## src/rtl/wallace_pipelined_multiplier.sv

```systemverilog
// Pipelined Wallace-tree multiplier with per-beat signed (Baugh-Wooley) or unsigned mode.
// Optional accumulator enabled by defining WALLACE_MAC_ACC_EN.
module wallace_pipelined_multiplier #(
    parameter int WIDTH       = 8,
    parameter int PIPE_STAGES = 3
) (
    input  logic                 clk,
    input  logic                 rst_n,
    input  logic                 in_valid,
    output logic                 in_ready,
    input  logic [WIDTH-1:0]     a,
    input  logic [WIDTH-1:0]     b,
    input  logic                 is_signed,
    output logic                 out_valid,
    input  logic                 out_ready,
`ifdef WALLACE_MAC_ACC_EN
    input  logic                 acc_clr,
    output logic [2*WIDTH+7:0]   acc_out,
`endif
    output logic [2*WIDTH-1:0]   product
);

    localparam int PW   = 2 * WIDTH;
    localparam int MAXH = WIDTH + 1;

    // Bit heap: MAXH rows of PW-bit weighted vectors; rows past the live height are zero.
    typedef logic [MAXH-1:0][PW-1:0] heap_t;

    function automatic int next_height(input int h);
        return 2 * (h / 3) + (h % 3);
    endfunction

    function automatic int height_at(input int k);
        int h;
        h = MAXH;
        for (int i = 0; i < k; i++) begin
            h = next_height(h);
        end
        return h;
    endfunction

    function automatic int num_layers(input int h0);
        int h;
        int n;
        h = h0;
        n = 0;
        while (h > 2) begin
            h = next_height(h);
            n++;
        end
        return n;
    endfunction

    localparam int NL = num_layers(MAXH);

    // Ranks 1..PIPE_STAGES-1 sit after evenly spread reduction layers; the last always after layer NL.
    function automatic logic is_cut(input int k);
        for (int r = 1; r < PIPE_STAGES; r++) begin
            if ((r * NL) / (PIPE_STAGES - 1) == k) begin
                return 1'b1;
            end
        end
        return 1'b0;
    endfunction

    function automatic logic [PW-1:0] carry_shift(input logic [PW-1:0] v);
        return v << 1'b1;
    endfunction

    // One Wallace layer: 3:2 on each full triple, 2:2 on a leftover pair, single leftover passes.
    function automatic heap_t reduce_layer(input heap_t hi, input int h);
        heap_t         ho;
        logic [PW-1:0] x;
        logic [PW-1:0] y;
        logic [PW-1:0] z;
        int            g;
        int            r;
        int            s;
        ho = '0;
        x  = '0;
        y  = '0;
        z  = '0;
        g  = h / 3;
        r  = h % 3;
        s  = g + ((r != 0) ? 1 : 0);
        for (int k = 0; k < MAXH / 3; k++) begin
            if (k < g) begin
                x         = hi[3*k];
                y         = hi[3*k+1];
                z         = hi[3*k+2];
                ho[k]     = x ^ y ^ z;
                ho[s + k] = carry_shift((x & y) | (x & z) | (y & z));
            end
        end
        if (r == 2) begin
            x         = hi[3*g];
            y         = hi[3*g+1];
            ho[g]     = x ^ y;
            ho[s + g] = carry_shift(x & y);
        end else if (r == 1) begin
            ho[g] = hi[3*g];
        end
        return ho;
    endfunction

    function automatic logic [PW-1:0] final_add(input heap_t h);
        return h[0] + h[1];
    endfunction

    logic                   advance_s;
    logic [PIPE_STAGES:1]   vld_r;
    logic [PIPE_STAGES-1:0] vld_feed_s;
    logic [PW-1:0]          product_r;
    heap_t                  heap0_s;
    heap_t                  stage_heap_s [NL+1];

    assign advance_s = !out_valid || out_ready;
    assign in_ready  = advance_s;
    assign out_valid = vld_r[PIPE_STAGES];
    assign product   = product_r;

    // Partial products; signed mode inverts the off-corner MSB row/column terms and adds 2^W + 2^(2W-1).
    always_comb begin
        heap0_s = '0;
        for (int i = 0; i < WIDTH; i++) begin
            for (int j = 0; j < WIDTH; j++) begin
                heap0_s[i][i+j] = (a[j] & b[i]) ^ (is_signed & ((i == WIDTH - 1) != (j == WIDTH - 1)));
            end
        end
        if (is_signed) begin
            heap0_s[WIDTH][WIDTH] = 1'b1;
            heap0_s[WIDTH][PW-1]  = 1'b1;
        end else begin
            heap0_s[WIDTH] = '0;
        end
    end

    assign stage_heap_s[0] = heap0_s;

    for (genvar k = 1; k <= NL; k++) begin : g_layer
        localparam int HIN = height_at(k - 1);
        heap_t dcomb_s;

        assign dcomb_s = reduce_layer(stage_heap_s[k-1], HIN);

        if (is_cut(k)) begin : g_rank
            heap_t dreg_r;

            // Data rank after this layer; bubbles load don't-care data.
            always_ff @(posedge clk) begin
                if (!rst_n) begin
                    dreg_r <= '0;
                end else if (advance_s) begin
                    dreg_r <= dcomb_s;
                end
            end

            assign stage_heap_s[k] = dreg_r;
        end else begin : g_pass
            assign stage_heap_s[k] = dcomb_s;
        end
    end

`ifdef WALLACE_MAC_ACC_EN
    logic [PIPE_STAGES:1]   sgn_r;
    logic [PIPE_STAGES-1:0] sgn_feed_s;
`endif

    if (PIPE_STAGES == 1) begin : g_feed_one
        assign vld_feed_s = in_valid;
`ifdef WALLACE_MAC_ACC_EN
        assign sgn_feed_s = is_signed;
`endif
    end else begin : g_feed_many
        assign vld_feed_s = {vld_r[PIPE_STAGES-1:1], in_valid};
`ifdef WALLACE_MAC_ACC_EN
        assign sgn_feed_s = {sgn_r[PIPE_STAGES-1:1], is_signed};
`endif
    end

    // Valid bits shift in lockstep with the data ranks, carrying bubbles.
    always_ff @(posedge clk) begin
        if (!rst_n) begin
            vld_r <= '0;
        end else if (advance_s) begin
            vld_r <= vld_feed_s;
        end
    end

    // Final rank: carry-propagate add; only a valid beat replaces the held product.
    always_ff @(posedge clk) begin
        if (!rst_n) begin
            product_r <= '0;
        end else if (advance_s && vld_feed_s[PIPE_STAGES-1]) begin
            product_r <= final_add(stage_heap_s[NL]);
        end
    end

`ifdef WALLACE_MAC_ACC_EN
    logic [PW+7:0] acc_r;
    logic [PW+7:0] acc_ext_s;

    assign acc_ext_s = {{8{sgn_r[PIPE_STAGES] & product_r[PW-1]}}, product_r};
    assign acc_out   = acc_r;

    // Per-beat mode travels with the beat so the accumulator can extend correctly.
    always_ff @(posedge clk) begin
        if (!rst_n) begin
            sgn_r <= '0;
        end else if (advance_s) begin
            sgn_r <= sgn_feed_s;
        end
    end

    // Accumulate each delivered product; acc_clr restarts from zero.
    always_ff @(posedge clk) begin
        if (!rst_n) begin
            acc_r <= '0;
        end else if (out_valid && out_ready) begin
            acc_r <= (acc_clr ? '0 : acc_r) + acc_ext_s;
        end else if (acc_clr) begin
            acc_r <= '0;
        end
    end
`endif

endmodule

```

## config.mk

```make
export PLATFORM = sky130hd
export DESIGN_NAME = wallace_pipelined_multiplier
export DESIGN_NICKNAME = d
export VERILOG_FILES = /design/src/rtl/wallace_pipelined_multiplier.sv
export SDC_FILE = /design/constraint.sdc
export NUM_CORES = 1
export LEC_CHECK = 0
export ABC_CLOCK_PERIOD_IN_PS = 1950
export BUFFER_PORTS_ARGS = -buffer_cell sky130_fd_sc_hd__buf_2
export CORE_UTILIZATION = 48
export DETAILED_ROUTE_END_ITERATION = 16
export PLACE_DENSITY = 0.67
export SKIP_LAST_GASP = 1
export SLEW_MARGIN = 20
export SYNTH_ARGS = -nofsm -noshare
export SYNTH_HDL_FRONTEND = slang
export SYNTH_SLANG_ARGS = --single-unit
```

## constraint.sdc

```tcl
create_clock -name clk -period 1.95 [get_ports clk]
set_input_delay 0.0975 -clock clk [delete_from_list [all_inputs] [get_ports clk]]
set_output_delay 0.0975 -clock clk [all_outputs]
set_load 0.02 [all_outputs]
```

Word level (Yosys, flattened, before mapping)
Cells that the tools add are included.
- bits in registers: 112
- logic and storage cells: 140
- add/subtract/negate cells: 1
- mux-type cells: 1
- bitwise logic cells: 127
- reductions and logical operators: 3
- operators by type and width (kind ; count):
    $and 15x15->15 ; 12
    $or 15x15->15 ; 12
    $xor 16x16->16 ; 8
    $and 1x1->1 ; 64
    $add 16x16->16 ; 1
    $xor 15x16->16 ; 1
    $and 14x15->15 ; 1
    $and 15x9->15 ; 1
    $or 15x10->15 ; 1
    $or 15x13->15 ; 1
    $xor 14x15->15 ; 1
    $and 14x9->14 ; 1
    $xor 1x1->1 ; 14
    $and 11x13->13 ; 1
    $and 12x13->13 ; 1
    $xor 12x13->13 ; 1
    $and 11x12->12 ; 1
    $xor 11x12->12 ; 1
    $and 8x10->10 ; 1
    $and 9x10->10 ; 1
    $xor 9x10->10 ; 1
    $and 8x9->9 ; 1
    $xor 8x9->9 ; 1
    $logic_and 1x1->1 ; 1
    other kinds (3) ; 3

Depth between registers and ports, before layout
Gate-level depths: netlist of run 1.
- word-level depth: 8
- mapped depth: 8

Worst setup path before layout of run 1
No wires, ideal clock.
- path type: flip-flop to flip-flop
- start: register g_layer[4].g_rank.dreg_r[4] in the netlist's numbering
- end: register product_r[12] (netlist: product[12])
- setup time: 70 ps
- data arrival time: 1909 ps
- path slack: -29 ps
- stages on the path, launching flop included: 8
- cells stage by stage: dfxtp_1 > ha_1 > fa_1 > a21o_1 > a21o_1 > a311oi_4 > a311oi_1 > a21oi_1
- word-level cells in the longest chain between the ends: 1
- ends and longest elaborated chain (element ; line ; text):
    start, declared ; 147 ; heap_t dreg_r;
    start signal, assigned ; 154 ; dreg_r <= dcomb_s;
    $add 16x16->16 ; 107 ; return h[0] + h[1];
    end signal, assigned ; 195 ; product_r <= final_add(stage_heap_s[NL]);
    end, declared ; 113 ; logic [PW-1:0] product_r;
No other way between the ends.
A chain may end at the register's enable or synchronous reset.

Worst setup path in the final report of run 1
- start: register g_layer[4].g_rank.dreg_r[20] in the netlist's numbering
- end: register product_r[12] (netlist: product[12])
The elaborated chain is that of the path after synthesis.

==> results.md, run 1 <==
* Core Util, Final at 55.2%
* Slew HR at 44.4%
* Commonest non-fill, non-tap cell in the layout: nand2_1
* Cell Area, Synth at 5420 um2
* Max stage delay on crit path at 0.34 ns
* Sequential Power Share at 45.4%
* # H-tree levels at 3
* Core area at 10,900 um2
* Nets@finish at 760
* Crit. End Element: register
* Max VDD drop at 0.441 mV
* Antenna cells at 0
* Post-DP Area at 5730 um2
* TritonCTS clock tree: built
* # Max-Cap Violations at 0
* CTS Buf Count at 9
* Setup ws final at 0.0653 ns
* Row count at 38
* Power Density at 812 nW/um2
* Worst path slowest cell: dfxtp_2
* I/O pin total at 39
* Pin count of the biggest net entering global routing at 77
* Area Overhead vs Synth at 11.4%
* Die width at 108 um
* Top-area cell type share of the netlist area at 34.7%
* First-pass GRT wire length at 19.8 mm
* Worst-case clock buffer depth at 2
* Final Instance Area at 6040 um2
* WP data required at 2.23 ns
* Port Buf Inserts at 38
* Synth Instances at 639
* DRC Markers at 0
* Fillers at 1,064
* Worst Hold Class: primary input to register
* Clock net sink count at 94
* Final Hold Fails at 0
* Register area share after synthesis at 34.7%
* GR Util All Layers at 21.5%
* Clk root buf: clkbuf_16
* Clk network pwr share at 32.8%
* Layout cells sized above 1 at 12.0%
* Cell Chain, Critical Path: ha_4 > fa_2 > a21o_1 > a21o_1 > a311oi_4 > a311oi_1 > a21oi_1
* CP Launch Type: register
* Overall Power at 4.90 mW
* Crit path DAT at 2.16 ns
* Post-synth EDFFs at 0
* Critical path class: register to register
* Worst-margin pin slew at 0.831 ns
* Worst skew pair latency at 0.34 ns
* Multi-input gate area at 3330 um2
* GR Overflow Total at 0
* Commonest cells after routing, fill and taps aside: nand2_1, dfxtp_1, a21oi_1
* Period utilization at 96.7%
* Comb pwr share at 21.8%
* WL/cell at 14.1 um
* Initial DRT Pass Iterations at 4
* Initial Util at 49.5%
* DIE AREA at 11,700 um2
* Syn_area_per_cell at 8.48 um2
* P_int at 3.44 mW
* Placed cells at 791
* Post-synth top flop: dfxtp_1
* Clk slew on worst S/H paths at 0.06 ns
* Chip Height at 108 um
* DR vias at 4,260
* Fin. max-slew vios at 0
* Syn nets at 737
* FF/Latch Area at 1890 um2
* Setup violations, final at 0
* Pleak at 2.69 nW
* Clock skew at 0.0102 ns
* Max frequency at 531 MHz
* GP Congestion at 0.855
* Vias/cell at 5.28
* Switching part of the total power at 29.7%
* Vias in the first global route at 4,163
* Antenna violations before repair at 0
* FF+latch count, synth at 94
* Net Sw Power at 1.46 mW
* Unrepaired setup endpoints after global routing: yes
* Outcome: completed
* Routed WL at 11.4 mm
* Final worst path period need at 1.88 ns
* Post-DP HPWL at 8.04 mm
* Distinct cell type count after synthesis at 49
* Final non-filler cell total at 807
* Pre-CTS setup slack at -0.0615 ns
* Critical path peak fanout at 6
* Area leader, netlist: dfxtp_1
* Async SR Flop Fraction at 0%
* ANT nets after route at 0
* Starting DRT DRC Count at 207
* Most common cell on crit path: a21o_1
* Synth area leaders: dfxtp_1, nand2_1, fa_1
* Ys Warns at 0
==> worst paths after layout <==
| kind | startpoint | endpoint | slack, ns | depth (start not counted) |
|---|---|---|---|---|
| max | g_layer[4].g_rank.dreg_r[20] | product[12] | 0.07 | 7 |
| max reg2reg | g_layer[4].g_rank.dreg_r[20] | product[12] | 0.07 | 7 |
| min | in_valid | vld_r[1] | 0.006 | 3 |
| min reg2reg | g_layer[2].g_rank.dreg_r[1] | g_layer[2].g_rank.dreg_r[1] | 0.45 | 2 |
==> through the flow <==
step / hold slack, ns / TNS [ns]
CTS: 0.00761 / -0.0467
detailed placement: 0.367 / -0.124
finish: 0.00611 / 0
floorplan: 0.238 / 0
global route: 0.0138 / -0.103
global placement: 0.358 / 0
==> flip-flops by register name (all words and copies together), names as in the netlist <==
register	flops
g_layer.g_rank.dreg_r	75
product	16
vld_r	3
==> cell usage after synthesis, types with 2 or more instances <==
master,instances
a211oi_1,3
nand2_1,205
inv_2,2
inv_1,20
a21boi_0,7
a211o_1,2
o21ai_0,7
nand4_1,2
dfxtp_1,94
fa_1,37
nor2_1,6
and2_1,31
o21bai_1,2
buf_2,7
a21o_1,4
nand3b_1,2
nand3_1,9
clkbuf_1,28
ha_1,40
xnor2_1,14
nand4b_1,2
o21a_1,3
o31ai_1,2
or3_1,2
a21oi_1,80
xor2_1,5
==> kinds of logic after synthesis <==
family | synth area share, %
buffers and inverters | 4.55
XOR/XNOR | 3.07
AO/OA/AOI/OAI | 13.7
multiplexers | 0.185
adder cells (fa/ha/maj) | 22.9
AND/OR/NAND/NOR | 20.8
flip-flops | 34.7
==> final cells by class <==
type                    instances  share of cell area, %
multi-input cells             485                   55.1
flip-flops and latches         94                   31.3
repair buffers                 49                   4.73
clock buffers                  12                   4.08
well taps                     140                   2.90
inverters                      23                   1.51
clock inverters                 4                  0.373
==> critical path, delay by kind of cell (launching register included) <==
family / cells / cell delay (ns)
DFF: 1 / 0.34
AOI/OAI and AO/OA: 5 / 0.97
adders and majority gates: 2 / 0.50
==> power groups by stage <==
stage / registers [mW] / clock network [mW] / logic (mW)
global route: 2.25 / 1.72 / 1.23
finish: 2.23 / 1.61 / 1.07
floorplan: 2.26 / 0 / 0.767
global placement: 2.26 / 0 / 1.03
CTS: 2.23 / 1.64 / 1.07
detailed placement: 2.27 / 0 / 1.05
==> layer usage <==
layer	global-route usage, %	routed length [um]	vias up
met5	0	0	-
met4	7.14	90	0
met3	3.86	393	6
met2	34.1	5170	100
met1	29.6	5720	2025
li1	-	-	2129
==> timing repair <==
item | 4_1_cts | 5_1_grt
pin swaps | 6 | 2
hold buffers | 0 | 0
endpoints found under the setup margin | 3 | 6
resized for setup | 5 | 5
buffers inserted | 0 | 0
Note: power is estimated with default switching activity, not from simulation.
==> inputs of run 2 (changes only) <==
- ABC_AREA: unset -> 1
==> run 2 against run 1 <==
Clock-buffer cell count down 2. Sequential share of layout area decreased by 0.75 points. Largest cell class unchanged. Sequential cell count stayed put. Largest power group unchanged. Highest routed layer unchanged.
==> results.md, run 2 <==
* Outcome: completed
* Top-area cell type share of the netlist area at 33.4% (-1.3 points)
* Max frequency at 572 MHz (+7.8%)
* Worst-margin pin slew at 0.671 ns (-0.160 ns)
* Nets@finish at 864 (+14%)
* Hold path depth at 3 (unchanged)
* # H-tree levels at 3 (unchanged)
* CP Buf/Inv Count at 1 (+1)
* Clk slew on worst S/H paths at 0.06 ns (about the same)
* GR Overflow Total at 0 (unchanged)
* Slew HR at 55.2% (+11 points)
* Power Density at 837 nW/um2 (+3.1%)
* Cell Chain, Critical Path: ha_1 > fa_2 > nand3_1 > nand3_1 > nand3_1 > nand2_1 > nand2_1 > nand3_1 > nand2_1 > inv_1
* GR Util All Layers at 20.4% (-1.1 points)
* Layout cells sized above 1 at 8.57% (-3.4 points)
* Worst skew pair latency at 0.34 ns (about the same)
* Commonest cells after routing, fill and taps aside: nor2_1, nand2_1, inv_1, dfxtp_1, o21ai_0
* Hold_buf cts at 0 (unchanged)
* FF+latch count, synth at 94 (unchanged)
* I/O pin total at 39 (unchanged)
* Placed cells at 898 (+14%)
* WP data required at 2.19 ns (-0.04 ns)
* GP Congestion at 0.858 (+0.32%)
* Worst hold start: in_valid
* Starting DRT DRC Count at 282 (+36%)
* Synth Instances at 752 (+18%)
* Cell Area, Synth at 5630 um2 (+4.0%)
* Synth area leaders: dfxtp_1, fa_1, nor2_1
* Vias/cell at 4.86 (-7.9%)
* ANT nets after route at 0 (unchanged)
* Synth cell count leaders: nor2_1, nand2_1, dfxtp_1, inv_1, o21ai_0
* Chip Height at 110 um (+1.9%)
* Worst path slowest cell: fa_2
* Antenna cells at 0 (unchanged)
* Die width at 110 um (+1.9%)
* Ys Warns at 0 (unchanged)
* Register area share after synthesis at 33.4% (-1.3 points)
* Worst r2r src: g_layer[4].g_rank.dreg_r[4]
* Final worst path period need at 1.75 ns (-0.137 ns)
* Most flops, register: g_layer.g_rank.dreg_r
* Setup violations, final at 0 (unchanged)
* DIE AREA at 12,200 um2 (+3.9%)
* Pin count of the biggest net entering global routing at 77 (unchanged)
* Most common cell on crit path: nand3_1
* Largest family of logic cells by synthesized area: adder cells
* Compound-Gate Fraction of Synth Area at 9.78% (-3.9 points)
* Setup Fix Bufs, Post-CTS at 0 (unchanged)
* Commonest non-fill, non-tap cell in the layout: nor2_1
* # Max-Cap Violations at 0 (unchanged)
* WL/cell at 12.2 um (-13%)
* Critical path peak fanout at 3 (-3)
* Syn nets at 850 (+15%)
* Crit. End Element: register
* Synth Area in Adders at 22.0% (-0.88 points)
* Unrepaired setup endpoints after global routing: no
* Post-DP HPWL at 8.39 mm (+4.5%)
* Mux cell area share after synthesis at 0% (-0.18 points)
* Pleak at 3.45 nW (+28%)
* Most common cell in the netlist: nor2_1
* Row count at 39 (+2.6%)
* Distinct cell type count after synthesis at 20 (-59%)
* Vias in the first global route at 4,211 (+1.2%)
* Final non-filler cell total at 913 (+13%)
* Clock net sink count at 94 (unchanged)
* Syn_area_per_cell at 7.49 um2 (-12%)
* Final Hold Fails at 0 (unchanged)
* Max reg flops at 75 (unchanged)
* Max VDD drop at 0.517 mV (+17%)
* CP Launch Type: register
* Critical path class: register to register
* Initial Util at 49.3% (-0.21 points)
* Post-Route Setup TNS at 0 ns (unchanged)
* Clock skew at 0.00443 ns (-0.00579 ns)
* R2R Path End: product[12]
* Post-synthesis simple-gate area fraction at 21.8% (+0.96 points)
* TritonCTS clock tree: built
* Post-synth top flop: dfxtp_1
* Synth Area in XOR/XNOR at 2.95% (-0.12 points)
* Routed WL at 11.1 mm (-2.0%)
* Port Buf Inserts at 38 (unchanged)
* Hold path endpoint: vld_r[1]
* DRC Markers at 0 (unchanged)
* Worst Hold Class: primary input to register
* Crit path DAT at 1.99 ns (-0.17 ns)
* R2R cell count at 10 (+3)
* Clk root buf: clkbuf_16
* Delay-heaviest family, CP: simple AND/OR/NAND/NOR gates
* Area leader, netlist: dfxtp_1
* Async SR Flop Fraction at 0% (unchanged)
* Reg-to-reg slack, setup at 0.20 ns (+0.14 ns)
* Initial DRT Pass Iterations at 4 (unchanged)
* Worst-case clock buffer depth at 2 (unchanged)
* Antenna violations before repair at 0 (unchanged)
* First-pass GRT wire length at 19.3 mm (-2.5%)
* Post-synth EDFFs at 0 (unchanged)
* Core area at 11,400 um2 (+4.4%)
* Fin. max-slew vios at 0 (unchanged)
* Area Overhead vs Synth at 9.51%
* CTS Buf Count at 9 (unchanged)
* Period utilization at 89.6% (-7.0 points)
* Fillers at 1,152 (+8.3%)
* DR vias at 4,441 (+4.2%)
* Max stage delay on crit path at 0.39 ns (+0.05 ns)
## run 2: worst register-to-register path, delay by kind of cell, from the launching register on
family | cells | cell delay [ns]
AND/OR/NAND/NOR | 7 | 0.66
adder cells (fa/ha/maj) | 2 | 0.63
flip-flops | 1 | 0.31
buffers and inverters | 1 | 0.04
## run 2: through the flow
stage / utilization (%) / power (mW) / area (um2) / setup slack (ns) / hold WS (ns)
after floorplan: - / 3.19 / 5630 / 0.179 / 0.264
after global placement: 51.5 / 3.47 / 5880 / 0.171 / 0.384
after detailed placement: 51.5 / 3.51 / 5880 / 0.142 / 0.378
after CTS: 54.0 / 5.23 / 6160 / 0.142 / 0.0217
after global routing: 54.0 / 5.55 / 6170 / 0.0720 / 0.0669
final: 54.0 / 5.16 / 6170 / 0.202 / 0.0389
## run 2: area by class of cell
cell class | count | area (um2) | share of cell area [%]
Multi-Input combinational cell | 518 | 3190 | 51.7
Sequential cell | 94 | 1880 | 30.5
Tap cell | 143 | 179 | 2.90
Inverter | 96 | 360 | 5.84
Timing Repair Buffer | 47 | 270 | 4.38
Clock buffer | 10 | 239 | 3.88
Clock inverter | 5 | 50.0 | 0.812
## run 2: worst max path at each step
stage | start | end | slack, ns | cells after the start
detailed placement | is_signed | g_layer[2].g_rank.dreg_r[10] | 0.14 | 9
global route | g_layer[4].g_rank.dreg_r[4] | product[12] | 0.07 | 10
CTS | g_layer[4].g_rank.dreg_r[4] | product[12] | 0.14 | 10
global placement | is_signed | g_layer[2].g_rank.dreg_r[10] | 0.17 | 9
finish | g_layer[4].g_rank.dreg_r[4] | product[12] | 0.20 | 10
floorplan | b[0] | g_layer[2].g_rank.dreg_r[7] | 0.18 | 8
## run 2: where the power goes
part / switching (mW) / internal [mW] / total, mW
Clock: 0.695 / 1.01 / 1.71
Combinational: 0.704 / 0.463 / 1.17
Sequential: 0.144 / 2.15 / 2.29
## run 2: timing repair
action,4_1_cts,5_1_grt
endpoints found under the setup margin,0,1
endpoints found under the hold margin,0,0
gates resized for setup,0,1
## run 2: metal layers
layer	GRT usage [%]	part of all wire (%)	wire length, um
met5	0	0	0
met4	8.27	1.7	194
met3	3.06	2.9	325
met2	32.9	45	5050
met1	27.5	50	5570
## run 2: cells by family (layout without fill, tap and decap cells)
logic type | Yosys count | after routing
AOI/OAI and AO/OA | 109 | 109
xor gates and xnor gates | 19 | 19
adders and majority gates | 77 | 77
buffers and inverters | 140 | 158
DFF | 94 | 94
and+or+nand+nor | 313 | 313
